## src/rtl/mem_rmw_ctrl_pkg.sv

```systemverilog
// mem_rmw_ctrl_pkg
//   Shared definitions for the MEM-stage read-modify-write controller and the
//   load extension unit (also used by the writeback stage):
//   - mem_op_e    : req_op encoding (loads first, then stores)
//   - rmw_state_e : controller FSM state encoding
//   - helper functions classifying an operation and checking alignment
package mem_rmw_ctrl_pkg;

    typedef enum logic [2:0] {
        OP_LW  = 3'd0,
        OP_LH  = 3'd1,
        OP_LHU = 3'd2,
        OP_LB  = 3'd3,
        OP_LBU = 3'd4,
        OP_SW  = 3'd5,
        OP_SH  = 3'd6,
        OP_SB  = 3'd7
    } mem_op_e;

    typedef enum logic {
        ST_IDLE  = 1'b0,
        ST_MERGE = 1'b1
    } rmw_state_e;

    localparam int unsigned WORD_W = 32;
    localparam int unsigned DM_AW  = 10;

    function automatic logic op_is_load(input mem_op_e op);
        return (op == OP_LW) || (op == OP_LH) || (op == OP_LHU) ||
               (op == OP_LB) || (op == OP_LBU);
    endfunction

    // Byte and half stores need the old word, hence the extra MERGE cycle.
    function automatic logic op_is_subword_store(input mem_op_e op);
        return (op == OP_SB) || (op == OP_SH);
    endfunction

    // Words need offset 0, halves need an even offset, bytes never fault.
    function automatic logic op_misaligned(input mem_op_e op, input logic [1:0] off);
        logic mis;
        mis = 1'b0;
        case (op)
            OP_LW, OP_SW:          mis = (off != 2'b00);
            OP_LH, OP_LHU, OP_SH:  mis = off[0];
            default:               mis = 1'b0;
        endcase
        return mis;
    endfunction

endpackage

```

## src/rtl/mem_rmw_ctrl_load_ext.sv

```systemverilog
// load_ext
//   Selects the addressed byte/half of a little-endian word and sign- or
//   zero-extends it according to the load opcode. LW passes the word through.
//   Ports:
//     op_i       [2:0]  load opcode (mem_op_e encoding)
//     byte_off_i [1:0]  byte offset within the word (address bits 1:0)
//     word_i     [31:0] word read from data memory
//     data_o     [31:0] extended load result
module load_ext
    import mem_rmw_ctrl_pkg::*;
(
    input  logic [2:0]  op_i,
    input  logic [1:0]  byte_off_i,
    input  logic [31:0] word_i,
    output logic [31:0] data_o
);

    logic [7:0]  byte_sel;
    logic [15:0] half_sel;

    always_comb begin
        byte_sel = word_i[7:0];
        case (byte_off_i)
            2'd0:    byte_sel = word_i[7:0];
            2'd1:    byte_sel = word_i[15:8];
            2'd2:    byte_sel = word_i[23:16];
            default: byte_sel = word_i[31:24];
        endcase
        // Only even offsets reach here for halves; bit 1 picks the half.
        half_sel = byte_off_i[1] ? word_i[31:16] : word_i[15:0];
    end

    always_comb begin
        data_o = word_i;
        case (mem_op_e'(op_i))
            OP_LB:   data_o = {{24{byte_sel[7]}}, byte_sel};
            OP_LBU:  data_o = {24'h0, byte_sel};
            OP_LH:   data_o = {{16{half_sel[15]}}, half_sel};
            OP_LHU:  data_o = {16'h0, half_sel};
            default: data_o = word_i;
        endcase
    end

endmodule

```

## src/rtl/mem_rmw_ctrl.sv

```systemverilog
// mem_rmw_ctrl
//   MEM-stage data memory controller. Loads and SW complete in the request
//   cycle. SB/SH are done as read-modify-write: the IDLE cycle reads the old
//   word, merges the new lane and stalls; the MERGE cycle writes the merged
//   word back. All outputs are combinational from state and request.
//   Handshake: a request is presented with req_valid; while stall is high the
//   request stays stable, and it is consumed on the first edge with stall low.
//   Ports:
//     clk, reset          clock, synchronous active-high reset
//     req_valid/op/addr/wdata/pc   MEM-stage memory instruction
//     stall               hold the pipeline (first cycle of SB/SH)
//     ld_valid, ld_data   load result (ld_data is 0 unless ld_valid)
//     addr_err            misaligned access
//     dm_MemWrite/Addr/WD/PC       data memory write port and trace PC
//     dm_RD               combinational read word from data memory
module mem_rmw_ctrl
    import mem_rmw_ctrl_pkg::*;
(
    input  logic        clk,
    input  logic        reset,
    input  logic        req_valid,
    input  logic [2:0]  req_op,
    input  logic [31:0] req_addr,
    input  logic [31:0] req_wdata,
    input  logic [31:0] req_pc,
    output logic        stall,
    output logic        ld_valid,
    output logic [31:0] ld_data,
    output logic        addr_err,
    output logic        dm_MemWrite,
    output logic [9:0]  dm_Addr,
    output logic [31:0] dm_WD,
    output logic [31:0] dm_PC,
    input  logic [31:0] dm_RD
);

    rmw_state_e  state_q;
    logic [9:0]  addr_q;
    logic [31:0] pc_q;
    logic [31:0] wd_q;

    mem_op_e     op;
    logic [1:0]  off;
    logic        active;
    logic        mis;
    logic        do_load;
    logic        do_sw;
    logic        start_rmw;
    logic        in_merge;
    logic [31:0] merge_d;
    logic [31:0] ext_data;

    // Word index only uses address bits 11:2; the rest is ignored.
    logic        unused_addr_hi;
    assign unused_addr_hi = ^req_addr[31:12];

    assign op  = mem_op_e'(req_op);
    assign off = req_addr[1:0];

    // A request is only acted on in IDLE and never during a reset cycle.
    assign active    = req_valid && (state_q == ST_IDLE) && !reset;
    assign mis       = op_misaligned(op, off);
    assign do_load   = active && !mis && op_is_load(op);
    assign do_sw     = active && !mis && (op == OP_SW);
    assign start_rmw = active && !mis && op_is_subword_store(op);
    // Reset in MERGE drops the pending write.
    assign in_merge  = (state_q == ST_MERGE) && !reset;

    load_ext u_load_ext (
        .op_i       (req_op),
        .byte_off_i (off),
        .word_i     (dm_RD),
        .data_o     (ext_data)
    );

    // Old word with the addressed lane replaced by the store data.
    always_comb begin
        merge_d = dm_RD;
        if (op == OP_SB) begin
            case (off)
                2'd0:    merge_d[7:0]   = req_wdata[7:0];
                2'd1:    merge_d[15:8]  = req_wdata[7:0];
                2'd2:    merge_d[23:16] = req_wdata[7:0];
                default: merge_d[31:24] = req_wdata[7:0];
            endcase
        end else if (off[1]) begin
            merge_d[31:16] = req_wdata[15:0];
        end else begin
            merge_d[15:0] = req_wdata[15:0];
        end
    end

    assign addr_err    = active && mis;
    assign ld_valid    = do_load;
    assign ld_data     = do_load ? ext_data : 32'h0;
    assign stall       = start_rmw;
    assign dm_MemWrite = in_merge || do_sw;
    assign dm_WD       = in_merge ? wd_q : (do_sw ? req_wdata : 32'h0);
    assign dm_Addr     = (state_q == ST_MERGE) ? addr_q : req_addr[11:2];
    assign dm_PC       = (state_q == ST_MERGE) ? pc_q : req_pc;

    always_ff @(posedge clk) begin
        if (reset) begin
            state_q <= ST_IDLE;
            addr_q  <= '0;
            pc_q    <= '0;
            wd_q    <= '0;
        end else begin
            case (state_q)
                ST_IDLE: begin
                    if (start_rmw) begin
                        state_q <= ST_MERGE;
                        addr_q  <= req_addr[11:2];
                        pc_q    <= req_pc;
                        wd_q    <= merge_d;
                    end
                end
                ST_MERGE: state_q <= ST_IDLE;
                default:  state_q <= ST_IDLE;
            endcase
        end
    end

endmodule

```

## config.mk

```make
export PLATFORM = sky130hd
export DESIGN_NAME = mem_rmw_ctrl
export DESIGN_NICKNAME = d
export VERILOG_FILES = /design/src/rtl/mem_rmw_ctrl_pkg.sv /design/src/rtl/mem_rmw_ctrl_load_ext.sv /design/src/rtl/mem_rmw_ctrl.sv
export SDC_FILE = /design/constraint.sdc
export NUM_CORES = 1
export LEC_CHECK = 0
export BUFFER_PORTS_ARGS = -buffer_cell sky130_fd_sc_hd__buf_2
export CAP_MARGIN = 20
export CORE_MARGIN = 2
export CORE_UTILIZATION = 45
export DETAILED_ROUTE_END_ITERATION = 16
export GPL_TIMING_DRIVEN = 0
export PLACE_DENSITY_LB_ADDON = 0.05
export SYNTH_ARGS = -nofsm -noshare
export SYNTH_HDL_FRONTEND = slang
export SYNTH_SLANG_ARGS = --single-unit
```

## constraint.sdc

```tcl
create_clock -name clk -period 2.9 [get_ports clk]
set_clock_uncertainty 0.1 [all_clocks]
set_input_delay 0.58 -clock clk [delete_from_list [all_inputs] [get_ports clk]]
set_output_delay 0.58 -clock clk [all_outputs]
set_load 0.1 [all_outputs]
```

## After elaboration in Yosys (flattened, before gate mapping)

Cells that the tools add are included.
W data, S select, Z words.

- Bits in registers: 75
- Latch bits: 0
- Bits in writable memories: 0
- Bits in read-only memories: 0
- Bits of input ports: 134
- Output and inout port bits: 110
- Word-level logic and storage cells: 55
- Memories: 0

- $add $sub $neg: 0
- Multipliers: 0
- Div/mod/pow operators: 0
- Order comparisons: 0
- Equal/unequal tests: 9
- Shifts and indexed selects: 0
- Muxes and demuxes: 18
- Bitwise gates (word level): 1
- Reduce and logical (&&, ||, !) cells: 23

Operators with widths:

| cell | number |
|---|---|
| $mux W32 | 5 |
| $pmux W32 S4 | 1 |
| $mux W16 | 3 |
| $mux W8 | 4 |
| $pmux W8 S3 | 1 |
| $eq A3 B3 Y1 const B | 4 |
| $mux W10 | 1 |
| $logic_and A1 B1 Y1 | 8 |
| $eq A3 B2 Y1 const B | 2 |
| $logic_or A1 B1 Y1 | 6 |
| $reduce_or A3 Y1 | 2 |
| $pmux W1 S2 | 2 |
| $eq A3 B1 Y1 const B | 1 |
| $logic_not A3 Y1 | 1 |
| $eq A2 B1 Y1 const B | 1 |
| $eq A2 B2 Y1 const B | 1 |
| $logic_not A1 Y1 | 2 |
| $logic_not A2 Y1 | 1 |
| $reduce_and A2 Y1 | 1 |
| $reduce_bool A2 Y1 | 1 |
| $reduce_or A2 Y1 | 1 |
| $mux W1 | 1 |
| $not A1 Y1 | 1 |

## Logic depth before layout (Yosys ltp)

- Depth after elaboration: 8
- Depth in mapped cells: 8
- Mapped depth without buffers: 5

## Modules after synthesis

Synthesis repeated with hierarchy kept, for this count alone.

- Cells, all modules: 657
- Area, all modules: 5,441.5 µm²

Modules (own cells, without submodules):

| module | instances | cells each | area an instance (µm²) | sequential area each (µm²) |
|---|---|---|---|---|
| mem_rmw_ctrl | 1 | 477 | 4,130.2 | 1,501.4 |
| load_ext | 1 | 180 | 1,311.3 | 0.0 |

## Worst setup path after synthesis

No wires, ideal clock.

- Kind: input port to output port
- From: input port req_op[0]
- To: output port ld_data[29]
- Arrival time: 4,019 ps
- Required time: 2,220 ps
- Slack: -1,799 ps
- Stages: 8
- Path buffers: 4
- Path through: clkbuf_1 > and3b_1 > buf_2 > a22o_1 > buf_2 > o221ai_2 > buf_2 > a211oi_1

- Longest elaborated chain between the ends: 7
- Elaborated cells on any way between the ends: 19
- Classes of those cells: eq/ne: 6; mux: 3; reduce/logical: 10

Ends and longest elaborated chain:

| item | line | text |
|---|---|---|
| start, declared | mem_rmw_ctrl.sv:22 | `input logic [2:0] req_op,` |
| $eq A3 B1 Y1, or another cell as far along | mem_rmw_ctrl_pkg.sv:29, mem_rmw_ctrl_pkg.sv:42, mem_rmw_ctrl_load_ext.sv:35 |  |
| $reduce_or A3 Y1, or another cell as far along | mem_rmw_ctrl_pkg.sv:42 | `case (op)` |
| $pmux W1 S2 or $logic_or A1 B1 Y1 (tied branches) | mem_rmw_ctrl_pkg.sv:42, mem_rmw_ctrl_pkg.sv:29 |  |
| $logic_not A1 Y1 or $logic_or A1 B1 Y1 (tied branches) | mem_rmw_ctrl.sv:63, mem_rmw_ctrl_pkg.sv:29 |  |
| $logic_and A1 B1 Y1 or $logic_or A1 B1 Y1 (tied branches) | mem_rmw_ctrl.sv:63, mem_rmw_ctrl_pkg.sv:30 |  |
| $logic_and A1 B1 Y1 | mem_rmw_ctrl.sv:63 | `assign do_load = active && !mis && op_is_load(op);` |
| $mux W32 * | mem_rmw_ctrl.sv:95 | `assign ld_data = do_load ? ext_data : 32'h0;` |
| end, declared | mem_rmw_ctrl.sv:28 | `output logic [31:0] ld_data,` |

Every way passes the cells marked *; elsewhere a longest branch is shown, timed or not.

## Worst setup path in the final report

- From: input port req_op[2]
- To: output port ld_data[12]

Same word-level chain as after synthesis.

==> impl_results.md <==
- Leakage: 3.64 nW
- Hold_ws: 0.354 ns
- Pin count of the biggest net entering global routing: 15
- CTS root buffer: clkbuf_16
- #FFs+latches synth: 75
- First-pass GRT wire length: 31300 µm
- I/O pin count: 244
- Vias in the first global route: 6087
- Failing checks: negative setup slack
- CP max-delay cell: or3b_4
- Post-Syn Instances: 636
- Synth Cell Area: 0.00507 mm²
- TritonCTS clock tree: done
- Die Span Y: 110 µm
- Antenna-violating nets left: 0
- Core ar.: 0.0109 mm²
- Total GRT Usage: 33.6%
- Achievable frequency: 329 MHz
- Multi-input gate area: 0.00400 mm²
- Mean Syn Cell Area: 7.97 µm²
- DR iter-0 viols: 680
- Die Span X: 110 µm
- Clk slew on worst S/H paths: 0.06 ns
- Most common flop cell mapped by yosys: dfxtp_1
- Pwr Density: 396 mW/mm²
- Crit end category: output port
- Layout cells sized above 1: 50.9%
- Yosys cell types: 48
- Register area: 0.00150 mm²
- Detailed-placement wirelength estimate: 14500 µm
- Slew headroom: 51.6%
- Antenna Cells: 0
- Slowest cell delay on critical path: 0.39 ns
- Global route overflow: 0
- DRC: 0
- WL final: 21500 µm
- Async set-reset flop share out of synthesis: 0%
- Fin crit period: 3.04 ns
- TritonRoute pass-1 iters: 5
- Rows: 38
- Max clock buf depth: 2
- Final WS setup: -0.143 ns
- RSZ-0062 raised after global routing: yes
- GP Congestion: 0.977
- Final hold vios: 0
- EDFF count, synth: 0
- CTS buffer count: 9
- Synth Warn #: 0
- Pins over their slew limit: 0
- Sequential fraction of the synthesis area: 29.6%
- Status: complete, but fails checks
- CP most frequent cell: buf_12
- Clk_lat worst skew: 0.34 ns
- Initial antenna violation count: 0
- Critical Path RT: 2.22 ns
- CTS sink count: 75
- Worst Path Arrival: 2.36 ns
- Critical path class: in -> out
- Fin Setup TNS: -2.59 ns
- PortBufs: 220
- Top Family by Delay on Critical Path: buffers and inverters
- Most frequent cells in the layout: buf_2, nand2_1, dfxtp_1
- Setup violations, final: 46
- Worst-path cell chain: buf_6 > or3b_4 > a21boi_4 > a221o_1 > buf_12 > buf_8 > nor3_4 > buf_12
- Syn-to-layout area delta: 75.0%
- Hold crit path type: reg -> reg
- Htree depth: 3
- CP startpoint kind: primary input
- Buffers and inverters on the worst path: 4
- Initial Util: 46.4%
- Worst-Margin Slew: 0.726 ns
- Crit path max fanout: 9
- Commonest non-fill, non-tap cell in the layout: buf_2
- Die area: 0.0121 mm²
- DR WL/cell: 20.9 µm
- Post-Syn Nets: 770
- Max VDD drop: 0.000325 V
- Fillers: 686
- Drt via density: 6.07
- Fin crit share: 105%
- Fin nets: 1021
- Final Util: 81.1%
- Total number of vias: 6264
- Max-cap violations: 0
- FF-to-FF setup slack: 0.77 ns
==> worst min-delay path: stages (launching register included) <==
cell and delay, ns:
dfxtp_1 0.31, nand2_1 0.05, a21oi_1 0.05
==> cell usage after synthesis (8+ instances only) <==
cell type | instances | area share (%)
nor2_1 | 33 | 2.4
a211oi_1 | 16 | 2.4
inv_1 | 11 | 0.81
a2bb2oi_1 | 8 | 1.4
a21o_1 | 8 | 1.2
mux2_2 | 58 | 13
o22ai_1 | 8 | 0.99
dfxtp_1 | 75 | 30
a22o_1 | 35 | 6.0
mux2i_1 | 24 | 4.7
a221o_1 | 9 | 1.8
clkbuf_1 | 28 | 2.1
buf_2 | 26 | 2.6
a311oi_1 | 8 | 1.4
nand3_1 | 16 | 1.6
nand2_1 | 109 | 8.1
a21oi_1 | 70 | 6.9
nor3_1 | 32 | 3.2
o22a_1 | 8 | 1.4
o221ai_1 | 8 | 1.4
==> layout make-up <==
class | instances | area share [%]
Buffer | 63 | 5.22
Clock buffer | 10 | 2.69
Clock inverter | 6 | 1.06
Inverter | 12 | 0.536
Multi-Input combinational cell | 484 | 45.1
Sequential cell | 75 | 16.9
Tap cell | 140 | 1.97
Timing Repair Buffer | 242 | 26.5
==> kinds of logic (layout without fill, tap and decap cells) <==
kind of cell	after synthesis	count (layout)	share of synthesized area, %
and+or+nand+nor	205	205	17.4
AOI/OAI and AO/OA	193	193	27.6
muxes	82	82	17.6
buffers and inverters	77	333	7.04
xor gates and xnor gates	4	4	0.691
DFF	75	75	29.6
==> registers in the layout, indices dropped and copies added, names as in the netlist <==
name / count
pc_q: 32
wd_q: 32
addr_q: 10
state_q: 1
==> where the power goes <==
part / internal (mW) / total (mW) / switching, mW
clock network: 0.785 / 1.25 / 0.467
registers: 1.05 / 1.07 / 0.0159
logic: 0.376 / 1.20 / 0.820
total: 2.21 / 3.52 / 1.30
==> metal layers <==
metal	wire length (µm)	vias to the layer above	GRT usage [%]
met1	8160	2972	40.1
li1	-	2830	-
met5	0	-	0
met3	1720	85	6.82
met4	912	0	14.1
met2	10700	377	58.7
==> through the flow <==
stage | instance area, µm² | std cells | power (mW) | worst slack [ns]
global placement | 7050 | 996 | 2.11 | -0.463
CTS | 8640 | 1030 | 3.46 | -0.185
detailed placement | 7050 | 996 | 2.13 | -0.458
floorplan | 5780 | 636 | 1.88 | -0.551
global route | 8870 | 1032 | 3.61 | -0.200
finish | 8870 | 1032 | 3.52 | -0.143
==> worst paths after layout <==
path / from / to / depth (start not counted)
min: pc_q[16] / pc_q[16] / 2
min reg2reg: pc_q[16] / pc_q[16] / 2
max: req_op[2] / ld_data[12] / 8
max reg2reg: state_q / wd_q[20] / 6
==> repair_timing <==
item                                    CTS  global route
hold endpoints to repair                  0             0
cloned                                    3             2
endpoints found under the setup margin  107            67
resized for setup                       275            51
pin swaps                                15            11
setup buffers                            16             3
hold buffers                              0             0
(Power assumes the default switching activity.)
